--- config.mk ---
export PLATFORM = sky130hd
export DESIGN_NAME = alu_instr_sequencer_flat
export DESIGN_NICKNAME = d
export VERILOG_FILES = /design/src/rtl/alu_seq_pkg.sv /design/src/rtl/alu_instr_sequencer_if.sv /design/src/rtl/alu_seq_decode.sv /design/src/rtl/alu_instr_sequencer.sv /design/src/flat_wrapper.sv
export SDC_FILE = /design/constraint.sdc
export NUM_CORES = 1
export LEC_CHECK = 0
export CORE_MARGIN = 8
export CORE_UTILIZATION = 44
export CTS_CLUSTER_DIAMETER = 60
export DETAILED_ROUTE_END_ITERATION = 8
export GPL_ROUTABILITY_DRIVEN = 0
export PLACE_DENSITY = 0.88
export SYNTH_ARGS = -nofsm -noshare
export SYNTH_HDL_FRONTEND = slang
export SYNTH_SLANG_ARGS = --single-unit
--- constraint.sdc ---
create_clock -name clk -period 4 [get_ports clk]
set_input_delay 0.6 -clock clk [delete_from_list [all_inputs] [get_ports clk]]
set_output_delay 0.6 -clock clk [all_outputs]
set_load 0.1 [all_outputs]
--- src/rtl/alu_seq_pkg.sv ---
// Shared definitions for the ALU instruction sequencer: opcodes, FSM state
// encoding, instruction classes and the opcode classifier.
package alu_seq_pkg;

  localparam logic [31:0] OP_ADD = 32'h03;
  localparam logic [31:0] OP_SUB = 32'h04;
  localparam logic [31:0] OP_AND = 32'h05;
  localparam logic [31:0] OP_OR  = 32'h06;
  localparam logic [31:0] OP_MUL = 32'h0F;
  localparam logic [31:0] OP_DIV = 32'h10;
  localparam logic [31:0] OP_NEG = 32'h11;
  localparam logic [31:0] OP_NOT = 32'h12;

  typedef enum logic [2:0] {
    S_IDLE, S_T0, S_T1, S_T2, S_T3, S_T4, S_T5, S_T6
  } state_t;

  // CLS_ILLEGAL is encoding 0 so a cleared class register reads as "nothing"
  typedef enum logic [1:0] {
    CLS_ILLEGAL, CLS_THREE, CLS_MULDIV, CLS_UNARY
  } cls_t;

  // Opcode is passed zero-extended so the function is independent of OPC_W
  function automatic cls_t classify(input logic [31:0] op);
    cls_t c;
    case (op)
      OP_ADD, OP_SUB, OP_AND, OP_OR: c = CLS_THREE;
      OP_MUL, OP_DIV:                c = CLS_MULDIV;
      OP_NEG, OP_NOT:                c = CLS_UNARY;
      default:                       c = CLS_ILLEGAL;
    endcase
    return c;
  endfunction

endpackage

--- src/rtl/alu_instr_sequencer_if.sv ---
// Control bundle between the sequencer (master) and the datapath (slave).
interface alu_instr_sequencer_if #(
  parameter int DATA_W   = 32,
  parameter int NUM_REGS = 16,
  parameter int OPC_W    = 5
);
  logic                start;
  logic [DATA_W-1:0]   ir;
  logic                mem_ready;
  logic [NUM_REGS-1:0] r_in;
  logic [NUM_REGS-1:0] r_out;
  logic                pc_out, mdr_out, zlo_out, zhi_out;
  logic                mar_in, mdr_in, ir_in, y_in, z_in, hi_in, lo_in;
  logic                inc_pc, read;
  logic [OPC_W-1:0]    alu_op;
  logic                busy, done, illegal, mem_fault;

  modport master (
    input  start, ir, mem_ready,
    output r_in, r_out, pc_out, mdr_out, zlo_out, zhi_out,
           mar_in, mdr_in, ir_in, y_in, z_in, hi_in, lo_in,
           inc_pc, read, alu_op, busy, done, illegal, mem_fault
  );

  modport slave (
    output start, ir, mem_ready,
    input  r_in, r_out, pc_out, mdr_out, zlo_out, zhi_out,
           mar_in, mdr_in, ir_in, y_in, z_in, hi_in, lo_in,
           inc_pc, read, alu_op, busy, done, illegal, mem_fault
  );
endinterface

--- src/rtl/alu_seq_decode.sv ---
// Combinational IR decoder: splits opcode/Ra/Rb/Rc, classifies the opcode,
// rejects register indices beyond NUM_REGS and expands Ra/Rb to one-hot.
module alu_seq_decode
  import alu_seq_pkg::*;
#(
  parameter int DATA_W   = 32,
  parameter int NUM_REGS = 16,
  parameter int OPC_W    = 5,
  parameter int FIELD_W  = 4
) (
  input  logic [DATA_W-1:0]   ir,
  output cls_t                cls,
  output logic [OPC_W-1:0]    op,
  output logic [FIELD_W-1:0]  ra,
  output logic [FIELD_W-1:0]  rb,
  output logic [FIELD_W-1:0]  rc,
  output logic [NUM_REGS-1:0] ra_hot,
  output logic [NUM_REGS-1:0] rb_hot
);
  cls_t base;
  logic ra_ok, rb_ok, rc_ok, range_ok;
  logic unused_low_bits;

  assign op = ir[DATA_W-1 -: OPC_W];
  assign ra = ir[DATA_W-OPC_W-1 -: FIELD_W];
  assign rb = ir[DATA_W-OPC_W-FIELD_W-1 -: FIELD_W];
  assign rc = ir[DATA_W-OPC_W-2*FIELD_W-1 -: FIELD_W];
  assign unused_low_bits = ^ir[DATA_W-OPC_W-3*FIELD_W-1:0];

  assign ra_hot = NUM_REGS'(1) << ra;
  assign rb_hot = NUM_REGS'(1) << rb;

  // Class from opcode, downgraded to illegal if a field this class uses is out of range
  always_comb begin
    base     = classify(32'(op));
    ra_ok    = 32'(ra) < 32'(NUM_REGS);
    rb_ok    = 32'(rb) < 32'(NUM_REGS);
    rc_ok    = 32'(rc) < 32'(NUM_REGS);
    range_ok = ra_ok && rb_ok && ((base != CLS_THREE) || rc_ok);
    cls      = range_ok ? base : CLS_ILLEGAL;
  end

endmodule

--- src/rtl/alu_instr_sequencer.sv ---
// Hardwired fetch/decode/execute sequencer for register-register ALU
// instructions on the single-bus datapath. Outputs are Moore except T3,
// which decodes the IR directly; fields captured at the end of T3 drive T4-T6.
module alu_instr_sequencer
  import alu_seq_pkg::*;
#(
  parameter int DATA_W      = 32,
  parameter int NUM_REGS    = 16,
  parameter int OPC_W       = 5,
  parameter int FIELD_W     = 4,
  parameter int MEM_TIMEOUT = 15
) (
  input logic                   clk,
  input logic                   clr,
  alu_instr_sequencer_if.master bus
);
  localparam int                  CNT_W = (MEM_TIMEOUT < 2) ? 1 : $clog2(MEM_TIMEOUT + 1);
  localparam logic [CNT_W-1:0]    TMO   = CNT_W'(MEM_TIMEOUT);
  localparam logic [NUM_REGS-1:0] ONE   = NUM_REGS'(1);

  state_t               state, state_nxt;
  logic [CNT_W-1:0]     cnt, cnt_nxt;
  cls_t                 cls_q;
  logic [OPC_W-1:0]     op_q;
  logic [FIELD_W-1:0]   ra_q, rb_q, rc_q;

  cls_t                 dec_cls;
  logic [OPC_W-1:0]     dec_op;
  logic [FIELD_W-1:0]   dec_ra, dec_rb, dec_rc;
  logic [NUM_REGS-1:0]  dec_ra_hot, dec_rb_hot;

  alu_seq_decode #(
    .DATA_W   (DATA_W),
    .NUM_REGS (NUM_REGS),
    .OPC_W    (OPC_W),
    .FIELD_W  (FIELD_W)
  ) u_decode (
    .ir     (bus.ir),
    .cls    (dec_cls),
    .op     (dec_op),
    .ra     (dec_ra),
    .rb     (dec_rb),
    .rc     (dec_rc),
    .ra_hot (dec_ra_hot),
    .rb_hot (dec_rb_hot)
  );

  // State, memory-wait counter and the instruction fields captured as T3 ends
  always_ff @(posedge clk or negedge clr) begin
    if (!clr) begin
      state <= S_IDLE;
      cnt   <= '0;
      cls_q <= CLS_ILLEGAL;
      op_q  <= '0;
      ra_q  <= '0;
      rb_q  <= '0;
      rc_q  <= '0;
    end else begin
      state <= state_nxt;
      cnt   <= cnt_nxt;
      if (state == S_T3) begin
        cls_q <= dec_cls;
        op_q  <= dec_op;
        ra_q  <= dec_ra;
        rb_q  <= dec_rb;
        rc_q  <= dec_rc;
      end
    end
  end

  // Next state and per-cycle strobes; every strobe defaults low
  always_comb begin
    state_nxt     = state;
    cnt_nxt       = cnt;
    bus.r_in      = '0;
    bus.r_out     = '0;
    bus.pc_out    = 1'b0;
    bus.mdr_out   = 1'b0;
    bus.zlo_out   = 1'b0;
    bus.zhi_out   = 1'b0;
    bus.mar_in    = 1'b0;
    bus.mdr_in    = 1'b0;
    bus.ir_in     = 1'b0;
    bus.y_in      = 1'b0;
    bus.z_in      = 1'b0;
    bus.hi_in     = 1'b0;
    bus.lo_in     = 1'b0;
    bus.inc_pc    = 1'b0;
    bus.read      = 1'b0;
    bus.alu_op    = '0;
    bus.busy      = (state != S_IDLE);
    bus.done      = 1'b0;
    bus.illegal   = 1'b0;
    bus.mem_fault = 1'b0;
    case (state)
      S_IDLE: if (bus.start) state_nxt = S_T0;
      S_T0: begin
        bus.pc_out = 1'b1;
        bus.mar_in = 1'b1;
        bus.inc_pc = 1'b1;
        cnt_nxt    = '0;
        state_nxt  = S_T1;
      end
      S_T1: begin
        if ((MEM_TIMEOUT != 0) && (cnt == TMO)) begin
          bus.mem_fault = 1'b1;
          cnt_nxt       = '0;
          state_nxt     = S_IDLE;
        end else begin
          bus.read   = 1'b1;
          bus.mdr_in = 1'b1;
          if (bus.mem_ready) begin
            cnt_nxt   = '0;
            state_nxt = S_T2;
          end else if (MEM_TIMEOUT != 0) begin
            cnt_nxt = cnt + CNT_W'(1);
          end
        end
      end
      S_T2: begin
        bus.mdr_out = 1'b1;
        bus.ir_in   = 1'b1;
        state_nxt   = S_T3;
      end
      S_T3: begin
        state_nxt = S_T4;
        case (dec_cls)
          CLS_THREE: begin
            bus.r_out = dec_rb_hot;
            bus.y_in  = 1'b1;
          end
          CLS_MULDIV: begin
            bus.r_out = dec_ra_hot;
            bus.y_in  = 1'b1;
          end
          CLS_UNARY: begin
            bus.r_out  = dec_rb_hot;
            bus.alu_op = dec_op;
            bus.z_in   = 1'b1;
          end
          default: begin
            bus.illegal = 1'b1;
            state_nxt   = S_IDLE;
          end
        endcase
      end
      S_T4: begin
        state_nxt = S_T5;
        case (cls_q)
          CLS_THREE: begin
            bus.r_out  = ONE << rc_q;
            bus.alu_op = op_q;
            bus.z_in   = 1'b1;
          end
          CLS_MULDIV: begin
            bus.r_out  = ONE << rb_q;
            bus.alu_op = op_q;
            bus.z_in   = 1'b1;
          end
          CLS_UNARY: begin
            bus.zlo_out = 1'b1;
            bus.r_in    = ONE << ra_q;
            bus.done    = 1'b1;
            state_nxt   = bus.start ? S_T0 : S_IDLE;
          end
          default: state_nxt = S_IDLE;
        endcase
      end
      S_T5: begin
        case (cls_q)
          CLS_THREE: begin
            bus.zlo_out = 1'b1;
            bus.r_in    = ONE << ra_q;
            bus.done    = 1'b1;
            state_nxt   = bus.start ? S_T0 : S_IDLE;
          end
          CLS_MULDIV: begin
            bus.zlo_out = 1'b1;
            bus.lo_in   = 1'b1;
            state_nxt   = S_T6;
          end
          default: state_nxt = S_IDLE;
        endcase
      end
      S_T6: begin
        bus.zhi_out = 1'b1;
        bus.hi_in   = 1'b1;
        bus.done    = 1'b1;
        state_nxt   = bus.start ? S_T0 : S_IDLE;
      end
      default: state_nxt = S_IDLE;
    endcase
  end

endmodule

--- src/flat_wrapper.sv ---
// flat-port wrapper written by rule: the top's interface ports become plain ports
module alu_instr_sequencer_flat import alu_seq_pkg::*;
#(
  parameter int DATA_W      = 32,
  parameter int NUM_REGS    = 16,
  parameter int OPC_W       = 5,
  parameter int FIELD_W     = 4,
  parameter int MEM_TIMEOUT = 15
)
  (clk, clr, bus_start, bus_ir, bus_mem_ready, bus_r_in, bus_r_out, bus_pc_out, bus_mdr_out, bus_zlo_out, bus_zhi_out, bus_mar_in, bus_mdr_in, bus_ir_in, bus_y_in, bus_z_in, bus_hi_in, bus_lo_in, bus_inc_pc, bus_read, bus_alu_op, bus_busy, bus_done, bus_illegal, bus_mem_fault);
  alu_instr_sequencer_if #(.DATA_W(DATA_W), .NUM_REGS(NUM_REGS), .OPC_W(OPC_W)) bus_i ();
  input logic clk;
  input logic clr;
  input wire logic [$bits(bus_i.start)-1:0] bus_start;
  input wire logic [$bits(bus_i.ir)-1:0] bus_ir;
  input wire logic [$bits(bus_i.mem_ready)-1:0] bus_mem_ready;
  output wire logic [$bits(bus_i.r_in)-1:0] bus_r_in;
  output wire logic [$bits(bus_i.r_out)-1:0] bus_r_out;
  output wire logic [$bits(bus_i.pc_out)-1:0] bus_pc_out;
  output wire logic [$bits(bus_i.mdr_out)-1:0] bus_mdr_out;
  output wire logic [$bits(bus_i.zlo_out)-1:0] bus_zlo_out;
  output wire logic [$bits(bus_i.zhi_out)-1:0] bus_zhi_out;
  output wire logic [$bits(bus_i.mar_in)-1:0] bus_mar_in;
  output wire logic [$bits(bus_i.mdr_in)-1:0] bus_mdr_in;
  output wire logic [$bits(bus_i.ir_in)-1:0] bus_ir_in;
  output wire logic [$bits(bus_i.y_in)-1:0] bus_y_in;
  output wire logic [$bits(bus_i.z_in)-1:0] bus_z_in;
  output wire logic [$bits(bus_i.hi_in)-1:0] bus_hi_in;
  output wire logic [$bits(bus_i.lo_in)-1:0] bus_lo_in;
  output wire logic [$bits(bus_i.inc_pc)-1:0] bus_inc_pc;
  output wire logic [$bits(bus_i.read)-1:0] bus_read;
  output wire logic [$bits(bus_i.alu_op)-1:0] bus_alu_op;
  output wire logic [$bits(bus_i.busy)-1:0] bus_busy;
  output wire logic [$bits(bus_i.done)-1:0] bus_done;
  output wire logic [$bits(bus_i.illegal)-1:0] bus_illegal;
  output wire logic [$bits(bus_i.mem_fault)-1:0] bus_mem_fault;
  assign bus_i.start = bus_start;
  assign bus_i.ir = bus_ir;
  assign bus_i.mem_ready = bus_mem_ready;
  assign bus_r_in = bus_i.r_in;
  assign bus_r_out = bus_i.r_out;
  assign bus_pc_out = bus_i.pc_out;
  assign bus_mdr_out = bus_i.mdr_out;
  assign bus_zlo_out = bus_i.zlo_out;
  assign bus_zhi_out = bus_i.zhi_out;
  assign bus_mar_in = bus_i.mar_in;
  assign bus_mdr_in = bus_i.mdr_in;
  assign bus_ir_in = bus_i.ir_in;
  assign bus_y_in = bus_i.y_in;
  assign bus_z_in = bus_i.z_in;
  assign bus_hi_in = bus_i.hi_in;
  assign bus_lo_in = bus_i.lo_in;
  assign bus_inc_pc = bus_i.inc_pc;
  assign bus_read = bus_i.read;
  assign bus_alu_op = bus_i.alu_op;
  assign bus_busy = bus_i.busy;
  assign bus_done = bus_i.done;
  assign bus_illegal = bus_i.illegal;
  assign bus_mem_fault = bus_i.mem_fault;
  alu_instr_sequencer #(.DATA_W(DATA_W), .NUM_REGS(NUM_REGS), .OPC_W(OPC_W), .FIELD_W(FIELD_W), .MEM_TIMEOUT(MEM_TIMEOUT)) u_core (.clk(clk), .clr(clr), .bus(bus_i));
endmodule
* After elaboration in Yosys (flattened, before gate mapping) *
Memory sizes are Yosys's and may differ from the RTL's.
Index checks and enable logic that the tools add are counted.

storage, ports and cells
  logic and storage cells = 78
  bits in registers = 26
  output and inout bits = 54
  input port bits = 36
  memories = 1
  ROM bits = 64

memories
  name              words  width  read ports  clocked after Yosys merged registers in  write ports  line               text
  (name not given)  32     2      1           0                                        0            alu_seq_pkg.sv:26  case (op)

operators by class
  reduce and logical (&&, ||, !) cells = 8
  add/subtract/negate cells = 1
  multiplexer cells = 40
  equality and inequality tests = 16
  shifts and indexed selects = 5

operators by type and width
  kind                    number
  $pmux W16 S2            4
  $shl A1 B4 Y16 const A  5
  $mux W16                2
  $pmux W3 S8             1
  $mux W1                 18
  $eq A3 B3 Y1 const B    4
  $mux W3                 4
  $pmux W3 S2             2
  $mux W5                 2
  $pmux W5 S2             1
  $eq A2 B2 Y1 const B    4
  $mux W4                 2
  $pmux W4 S2             1
  $eq A3 B2 Y1 const B    2
  $reduce_or A2 Y1        3
  $add A4 B1 Y4 const B   1
  $eq A2 B1 Y1 const B    2
  $eq A4 B4 Y1 const B    1
  $pmux W1 S2             2
  $eq A3 B1 Y1 const B    1
  $logic_not A3 Y1        1
  $ne A3 B2 Y1 const B    1
  $pmux W1 S3             1
  $reduce_bool A3 Y1      1
  other kinds (4)         4

* Depth between registers and ports, before layout *
Gate-level depths: netlist (run 1).
An unclocked memory read counts as a cell.

  word-level depth = 5
  gate-level depth with buffers = 13

* Hierarchy *
Synthesis (run 1) repeated with hierarchy kept, for this count alone.

second synthesis, totals
  cell total of the unflattened synthesis = 292
  area total of the unflattened synthesis = 2,439.8 um^2

by module, submodules not included
  module               cells each  area each (um^2)  instances
  alu_instr_sequencer  222         1,978.1           1
  alu_seq_decode       70          461.7             1

* Worst setup path after synthesis (run 1) *
No wires, ideal clock.

  path kind = in2out
  from = in bus_ir[27]
  to = out bus_r_out[5]
  stages = 10
  arrival = 3.758 ns
  path slack = -0.358 ns
  cell sequence = ha_1 nand2b_1 a21oi_2 and2_1 buf_2 inv_1 ha_1 nor3b_1 nand2_1 o221ai_1

between the ends
  longest elaborated chain between the ends = 5

ends and longest elaborated chain
  item                                                 line                        text
  start, declared                                      flat_wrapper.sv:15          input wire logic [$bits(bus_i.ir)-1:0] bus_ir;
  $mem_v2 Z32 W2 (*)                                   --
  $eq A2 B1 Y1 / $eq A2 B2 Y1 (equally long branches)  alu_instr_sequencer.sv:127  case (dec_cls)
  $reduce_or A2 Y1 (no source line)                    --
  $pmux W16 S2 (*)                                     alu_instr_sequencer.sv:127
  $pmux W16 S2 (*)                                     alu_instr_sequencer.sv:95   case (state)
  end, declared                                        flat_wrapper.sv:18          output wire logic [$bits(bus_i.r_out)-1:0] bus_r_out;

Mark *: on every way between the ends. The rest lies on a longest branch, timed or not.

* Final worst setup path (run 1) *
  from = in bus_ir[31]
  to = out bus_r_out[15]

Same word-level chain as after synthesis.

==> results of run 1 <==
==> per-stage QoR <==
stage / util (%) / std cells / setup WS [ns] / hold slack (ns)
after floorplan: - / 319 / -0.328 / 0.304
final: 67.5 / 453 / 0.0951 / 0.499
after global placement: 65.7 / 449 / 0.0902 / 0.462
after global routing: 67.5 / 453 / -0.0590 / 0.525
after CTS: 66.8 / 453 / 0.0183 / 0.498
after detailed placement: 65.7 / 449 / 0.0222 / 0.477
==> layer usage <==
| metal | global-route usage [%] | share of wire (%) | wire [um] |
|---|---|---|---|
| met1 | 20.8 | 41 | 3030 |
| met2 | 31.6 | 48 | 3560 |
| met5 | 0 | 0 | 0 |
| met3 | 3.53 | 8.9 | 664 |
| met4 | 8.45 | 2.7 | 205 |
==> worst paths after layout <==
kind                                   end  slack, ns  cells after the start
setup reg to reg           u_core.state[0]       2.00                      6
setup / recovery             bus_r_out[15]        0.1                     11
max in group asynchronous  u_core.state[0]       3.07                      2
min in group asynchronous    u_core.cnt[3]       0.68                      2
hold reg to reg             u_core.op_q[4]       0.50                      2
hold / removal              u_core.op_q[4]       0.50                      2
==> kinds of logic (layout without fill, tap and decap cells) <==
group	Yosys count	in the layout	share of synthesized area (%)
adder cells (fa/ha/maj)	10	10	5.43
AO/OA/AOI/OAI	60	60	18.9
multiplexers	2	2	0.977
flip-flops	26	26	28.2
AND/OR/NAND/NOR	183	183	39.3
buffers and inverters	38	102	7.16
==> worst reg2reg max path, cell delays in order (launching register included) <==
cell and delay, ns:
dfrtp_1 0.42, inv_1 0.13, ha_1 0.56, a21oi_1 0.11, o31ai_1 0.38, o21ai_0 0.17
a21oi_1 0.16
==> cells in the final DEF (no fill, tap or decap), types with 2 or more instances in the layout <==
cell / netlist / routed
o221ai_1: 16 / 7
mux2_2: 2 / 2
inv_1: 13 / 13
and3b_1: 3 / 3
clkbuf_8: 0 / 4
nor4_2: 0 / 3
nand4_1: 8 / 8
nand2_1: 72 / 72
nand3b_1: 2 / 2
dlymetal6s2s_1: 0 / 3
and3_1: 2 / 2
o31ai_1: 2 / 2
nand3_1: 14 / 14
o21ai_0: 16 / 16
nor3_2: 1 / 2
a32o_1: 6 / 6
nor3_1: 16 / 15
dfrtp_1: 26 / 26
clkdlybuf4s50_1: 0 / 22
or3_1: 3 / 3
buf_4: 5 / 35
nand2b_1: 13 / 13
buf_12: 0 / 24
a21o_1: 2 / 2
ha_1: 10 / 10
o221ai_2: 0 / 9
and2_1: 3 / 3
nand4b_1: 3 / 3
nor3b_1: 6 / 6
nor2_1: 26 / 26
o21a_1: 3 / 3
a21oi_1: 7 / 7
==> where the power goes <==
group,internal [mW],switching (mW)
Clock,0.0882,0.0848
Combinational,0.323,0.810
Sequential,0.379,0.159
==> state kept, by name, indices dropped and copies added, names as in the netlist <==
signal,flops
u_core.rc_q,4
u_core.state,3
u_core.rb_q,4
u_core.ra_q,4
u_core.cls_q,2
u_core.op_q,5
u_core.cnt,4
==> layout make-up <==
type	count	area (um2)	area share (%)
inverter	13	48.8	1.42
tap	70	87.6	2.56
clock buffer	4	55.1	1.61
sequential	26	651	19.0
multi-input combinational	255	1570	45.9
timing repair buffer	85	1010	29.6
==> results_dict.tcl, run 1 <==
set metrics [dict create \
    power.density_nw_per_um2 539 \
    critPathMaxFanout 14 \
    route.vias.total 2698 \
    fin_skew_ns 0.000886 \
    antenna_left 0 \
    static-leakage-power_nw 1.43 \
    grt_pass1_vias 2571 \
    worstReg2RegStart "u_core.cls_q[0]" \
    post_cts_buffers 0 \
    synth_edf_count 0 \
    crit_start "bus_ir[31]" \
    ctsHtreeMaxLevel 1 \
    netlist_area_um2 2310 \
    synthCells 319 \
    diodes 0 \
    ys_ff_latch 26 \
    critPathLaunchType "input pin" \
    antenna_found_initial 0 \
    slowest_delay_ns 0.52 \
    cts.sinks 26 \
    drt_iter0_drc 263 \
    die_area_um2 7810 \
    yosysWarnings 0 \
    fin_crit_sh_pct 97.6 \
    drive_gt1_share_pct 22.2 \
    synth_fp_nets 365 \
    clk_pin_slew_worst_paths_ns 0.09 \
    wl_per_cell_um 16.5 \
    yosys.area.top_type "dfrtp_1" \
    synth_area_leaders "dfrtp_1 (28%), nand2_1 (12%), o221ai_1 (6.1%), ha_1 (5.4%), nor2_1 (4.2%)" \
    grt_pass1_wl_um 11600 \
    cp.arrival_ns 3.30 \
    worstPathCellList "clkdlybuf4s50_1, inv_1, nor4_2, a41oi_1, ha_1, or4b_1, buf_6, nor2_1, nand4b_1, o221ai_1, buf_12" \
    overflow 0 \
    placedInstanceArea_um2 3330 \
    vias_per_cell 5.96 \
    cpLargestDelayFamily "simple AND/OR/NAND/NOR gates" \
    clk_latency_ns 0.27 \
    initial_core_util_pct 45.4 \
    peakVddDrop_uv 428 \
    ys_dominant_reg_cell "dfrtp_1" \
    yosys.cell_count.top_type "nand2_1" \
    netlist.area_leader.share_pct 28.2 \
    syn-mean-instance-area_um2 7.23 \
    status "complete, no violations" \
    synth.distinct_cells 45 \
    crit_type "in2out" \
    setup_tns_ns 0 \
    area_growth_pct 48.5 \
    min-delay-start "u_core.op_q[4]" \
    grt_usage_pct 18.2 \
    power_mw 1.84 \
    critPathBufInv 4 \
    period_needed_ns 3.90 \
    finalHoldViolations 0 \
    io_buffers 74 \
    setup_viol 0 \
    routed_wl_um 7470 \
    die_h_um 88.4 \
    grt_max_degree 27 \
    endpoint_kind "output port" \
    cp.required_ns 3.40 \
    yosys-top-cells-count "nand2_1 (72), dfrtp_1 (26), nor2_1 (26)" \
    hold_class "reg2reg" \
    pin_count 90 \
    design_area_um2 3420 \
    drc 0 \
    cts_tree "yes" \
    cts_buffers 3 \
    ctsResizeCount 0 \
    firstDrtPassIters 5 \
    cts_buffer_depth 2 \
    maxCapViolations 0 \
    hold_buffers 0 \
    cts_root_buf "clkbuf_8" \
    max_freq_mhz 256 \
    die_w_um 88.4 \
    slew_violations 0 \
    seq_area_frac_synth_pct 28.2 \
    fill_cells 429 \
    hpwl_um 5600 \
    relSlewSlack_pct 34.8 \
    tightest_slew_ns 0.976 \
    core_area_um2 5070 \
    crit_slowest_cell "clkdlybuf4s50_1" \
    async_flop_share_pct 100 \
    nets 430 \
    rows 26 \
]
No activity file was read; power rests on OpenSTA's default activity.
==> run 2: changes to the inputs <==
--- a/config.mk
+++ b/config.mk
@@ -7,9 +7,8 @@
 export LEC_CHECK = 0
 export CORE_MARGIN = 8
 export CORE_UTILIZATION = 44
-export CTS_CLUSTER_DIAMETER = 60
 export DETAILED_ROUTE_END_ITERATION = 8
-export GPL_ROUTABILITY_DRIVEN = 0
+export GPL_ROUTABILITY_DRIVEN = 1
 export PLACE_DENSITY = 0.88
 export SYNTH_ARGS = -nofsm -noshare
 export SYNTH_HDL_FRONTEND = slang
==> results_dict.tcl, run 2 (synthesis gave the netlist of run 1 again) <==
set metrics [dict create \
    rsz0062_at_grt "false" \
    grt_pass1_vias 2452 \
    fin_crit_sh_pct 96.2 \
    cts_buffer_depth 2 \
    reg2reg_slack_ns 2.16 \
    cts_tree "yes" \
    whs_ns 0.495 \
    core_area_um2 5070 \
    final_cells 455 \
    cts.sinks 26 \
    regArea_um2 651 \
    post_cts_buffers 0 \
    worstPathCellList "clkdlybuf4s50_1, inv_1, nor4_2, a41oi_1, ha_1, or4b_1, buf_4, nor3_2, nand4b_1, o221ai_1, bufbuf_16" \
    firstDrtPassIters 4 \
    routed_wl_um 7170 \
    peakVddDrop_uv 372 \
    cts_buffers 3 \
    tightest_slew_ns 0.978 \
    period_needed_ns 3.85 \
    worstReg2RegStart "u_core.cls_q[0]" \
    clk_pin_slew_worst_paths_ns 0.09 \
    design_area_um2 3440 \
    drive_gt1_share_pct 22.3 \
    grt_usage_pct 18.2 \
    vias_per_cell 5.74 \
    finalWorstSetupSlack_ns 0.151 \
    die_area_um2 7810 \
    endpoint_kind "output port" \
    pre_cts_ws_ns 0.0330 \
    r2r-end "u_core.state[0]" \
    area_growth_pct 49.3 \
    route.vias.total 2611 \
    clk_latency_ns 0.27 \
    multi_input_area_um2 1560 \
    grt_pass1_wl_um 11600 \
    hpwl_um 5590 \
    diodes 0 \
    power.density_nw_per_um2 535 \
    fin_skew_ns 0.00565 \
    slew_violations 0 \
    min-delay-start "u_core.op_q[2]" \
    pin_count 90 \
    antenna_found_initial 0 \
    nets 432 \
    overflow 0 \
    wl_per_cell_um 15.7 \
    ctsResizeCount 0 \
    initial_core_util_pct 45.4 \
    antenna_left 0 \
    critPathLaunchType "input pin" \
    grt_max_degree 27 \
    finalHoldViolations 0 \
    static-leakage-power_nw 1.45 \
    die_h_um 88.4 \
    crit_type "in2out" \
    die_w_um 88.4 \
    setup_viol 0 \
    cp.required_ns 3.40 \
    placedInstanceArea_um2 3350 \
    whs_path_depth 2 \
    worstRegToRegCells 6 \
    largest_reg_flops 5 \
    fill_cells 423 \
    cp.arrival_ns 3.25 \
    io_buffers 74 \
    slowest_delay_ns 0.51 \
    drc 0 \
    largest_register "u_core.op_q" \
    status "complete, no violations" \
    final_common_cell "nand2_1" \
    max_freq_mhz 260 \
    power_mw 1.84 \
    place_inst 451 \
    hold_class "reg2reg" \
    drt_iter0_drc 249 \
    crit_slowest_cell "clkdlybuf4s50_1" \
    maxCapViolations 0 \
    ctsHtreeMaxLevel 1 \
    hold_buffers 0 \
    hold_path_end "u_core.op_q[2]" \
    globalplace.congestion 0.909 \
    cts_root_buf "clkbuf_8" \
    relSlewSlack_pct 34.6 \
    rows 26 \
    critPathMaxFanout 14 \
    final_cell_mix "nand2_1 (72), buf_4 (38), nor2_1 (26), dfrtp_1 (26), buf_12 (23)" \
]
-- run 2: cell types whose count changed in the layout (fill, tap and decap cells not counted) --
cell       before  now
buf_6           1    0
buf_12         24   23
bufbuf_16       0    1
nor4_2          3    2
buf_4          35   38
nor4_1          1    2
-- run 2: power breakdown --
| group | internal [mW] | switching (mW) |
|---|---|---|
| clock network | 0.0880 | 0.0839 |
| logic | 0.336 | 0.836 |
| registers | 0.380 | 0.117 |
-- run 2: layer usage --
metal / up-vias / GRT usage (%) / part of all wire (%)
met5: - / 0 / 0
met4: 0 / 5.84 / 1.9
met3: 12 / 2.69 / 7.6
met2: 96 / 31.8 / 49
met1: 1230 / 22.3 / 41
li1: 1273 / - / -
-- run 2: cell type report --
type                       instances  share of cell area [%]
clock buffer                       4                    1.60
sequential                        26                    18.9
timing repair buffer              87                    30.1
inverter                          13                    1.42
tap                               70                    2.54
multi-input combinational        255                    45.4
-- run 2: worst max path at each step --
stage,start,endpoint,cells after the start,slack [ns]
2_1_floorplan,bus_ir[27],bus_r_out[11],10,-0.33
3_3_place_gp,bus_ir[27],bus_r_out[12],13,0.07
3_5_place_dp,bus_ir[27],bus_r_out[12],13,0.03
4_1_cts,bus_ir[27],bus_r_out[12],13,0.03
5_1_grt,bus_ir[31],bus_r_out[12],11,0.03
6_report,bus_ir[31],bus_r_out[12],11,0.15
-- run 2: through the flow --
stage | util (%) | setup TNS [ns]
2_1_floorplan | - | -1.76
3_3_place_gp | 66.0 | 0
3_5_place_dp | 66.0 | 0
4_1_cts | 67.1 | 0
5_1_grt | 67.8 | 0
6_report | 67.8 | 0
-- run 2: critical path: cells and delay by family --
kind / cells / cell delay (ns)
simple gates: 4 / 1.00
fa+ha+maj: 1 / 0.27
buf+inv: 4 / 1.16
compound gates: 2 / 0.20
==> run 3: changes to the inputs <==
--- a/config.mk
+++ b/config.mk
@@ -5,11 +5,13 @@
 export SDC_FILE = /design/constraint.sdc
 export NUM_CORES = 1
 export LEC_CHECK = 0
+export CELL_PAD_IN_SITES_DETAIL_PLACEMENT = 2
+export CELL_PAD_IN_SITES_GLOBAL_PLACEMENT = 2
 export CORE_MARGIN = 8
-export CORE_UTILIZATION = 44
+export CORE_UTILIZATION = 23
 export DETAILED_ROUTE_END_ITERATION = 8
 export GPL_ROUTABILITY_DRIVEN = 1
-export PLACE_DENSITY = 0.88
+export PLACE_DENSITY = 0.87
 export SYNTH_ARGS = -nofsm -noshare
 export SYNTH_HDL_FRONTEND = slang
 export SYNTH_SLANG_ARGS = --single-unit
==> results_dict.tcl, run 3 (synthesis gave the netlist of run 1 again) <==
set metrics [dict create \
    core_area_um2 9770 \
    vias_per_cell 5.09 \
    static-leakage-power_nw 1.46 \
    routed_wl_um 9820 \
    maxCapViolations 0 \
    clk_pin_slew_worst_paths_ns 0.09 \
    cts_buffers 3 \
    cts_root_buf "clkbuf_8" \
    finalHoldViolations 0 \
    status "complete, no violations" \
    hold_class "reg2reg" \
    crit_type "in2out" \
    cp.required_ns 3.40 \
    fin_crit_sh_pct 96.6 \
    critPathMaxFanout 13 \
    relSlewSlack_pct 34.6 \
    clk_latency_ns 0.28 \
    globalplace.congestion 0.888 \
    io_buffers 74 \
    power.density_nw_per_um2 530 \
    firstDrtPassIters 4 \
    antenna_found_initial 0 \
    rsz0062_at_grt "false" \
    critPathLaunchType "input pin" \
    setup_tns_ns 0 \
    cts.sinks 26 \
    period_needed_ns 3.86 \
    drc 0 \
    pin_count 90 \
    cts_tree "yes" \
    route.vias.total 2656 \
    ctsHtreeMaxLevel 1 \
    hpwl_um 7840 \
    whs_ns 0.493 \
    peakVddDrop_uv 303 \
    drive_gt1_share_pct 23.7 \
    grt_pass1_vias 2991 \
    rows 36 \
    diodes 0 \
    fin_skew_ns 0.0103 \
    grt_max_degree 27 \
    overflow 0 \
    largest_register "u_core.op_q" \
    endpoint_kind "output port" \
    die_h_um 116 \
    final_cell_mix "nand2_1 (72), buf_4 (41), nor2_1 (26), dfrtp_1 (26), buf_12 (23)" \
    cp.arrival_ns 3.26 \
    hold_buffers 0 \
    die_area_um2 13500 \
    grt_usage_pct 14.7 \
    max_freq_mhz 259 \
    area_growth_pct 54.0 \
    antenna_left 0 \
    cts_buffer_depth 2 \
    setup_viol 0 \
    drt_iter0_drc 80 \
    grt_pass1_wl_um 15900 \
    tightest_slew_ns 0.978 \
    initial_core_util_pct 23.6 \
    nets 436 \
    final_common_cell "nand2_1" \
    die_w_um 116 \
    largest_reg_flops 5 \
    wl_per_cell_um 18.8 \
    ctsResizeCount 7 \
    post_cts_buffers 0 \
    slew_violations 0 \
]
## run 3: changes by cell type in the layout (fill, tap and decap cells not counted), moves of 2 or more
cell and change:
dlygate4sd2_1 +2, nor4_1 +2, nor4_2 -2, buf_4 +3
## run 3: report_power, final
part	leakage, nW	switching [mW]	internal [mW]
registers	0.327	0.175	0.379
clock network	0.0288	0.0925	0.0883
logic	1.11	0.818	0.331
total	1.46	1.09	0.798
## run 3: path summary, 6_finish.rpt
check | start | end | slack [ns] | depth (start not counted)
min in group asynchronous | clr | u_core.cnt[3] | 0.69 | 2
setup reg to reg | u_core.state[2] | u_core.cnt[3] | 2.01 | 5
hold / removal | u_core.op_q[0] | u_core.op_q[0] | 0.49 | 2
setup / recovery | bus_ir[27] | bus_r_out[7] | 0.14 | 13
hold reg to reg | u_core.op_q[0] | u_core.op_q[0] | 0.49 | 2
max in group asynchronous | clr | u_core.op_q[3] | 3.03 | 2
## run 3: worst max-delay path, stage by stage
cell and delay, ns:
dlygate4sd2_1 0.28, ha_1 0.29, nand2b_1 0.07, a21oi_2 0.16
and2_4 0.16, inv_1 0.05, ha_2 0.17, or4b_4 0.50
buf_6 0.17, nor3_2 0.20, nand3_1 0.13, o221ai_2 0.10
bufbuf_16 0.36
## run 3: metal layers
metal  wire length [um]  global-route usage [%]
met1               4150                    17.5
met2               4990                    26.2
met4                116                    4.15
met3                559                    2.59
met5                  0                       0
## run 3: stage by stage
step / power [mW] / instance area (um2) / utilization [%] / setup slack, ns / cells
floorplan: 1.38 / 2360 / - / -0.328 / 319
global placement: 1.64 / 3460 / 35.4 / -0.0386 / 518
detailed placement: 1.71 / 3460 / 35.4 / -0.171 / 518
CTS: 1.89 / 3540 / 36.2 / 0.000865 / 522
global route: 2.02 / 3550 / 36.3 / 0.00386 / 522
finish: 1.88 / 3550 / 36.3 / 0.136 / 522
## run 3: final cells by class
class | count | area [um2]
clock buffers | 4 | 55.1
inverters | 13 | 48.8
well taps | 133 | 166
flip-flops and latches | 26 | 651
multi-input cells | 255 | 1570
repair buffers | 91 | 1060
fillers | 1143 | 6220
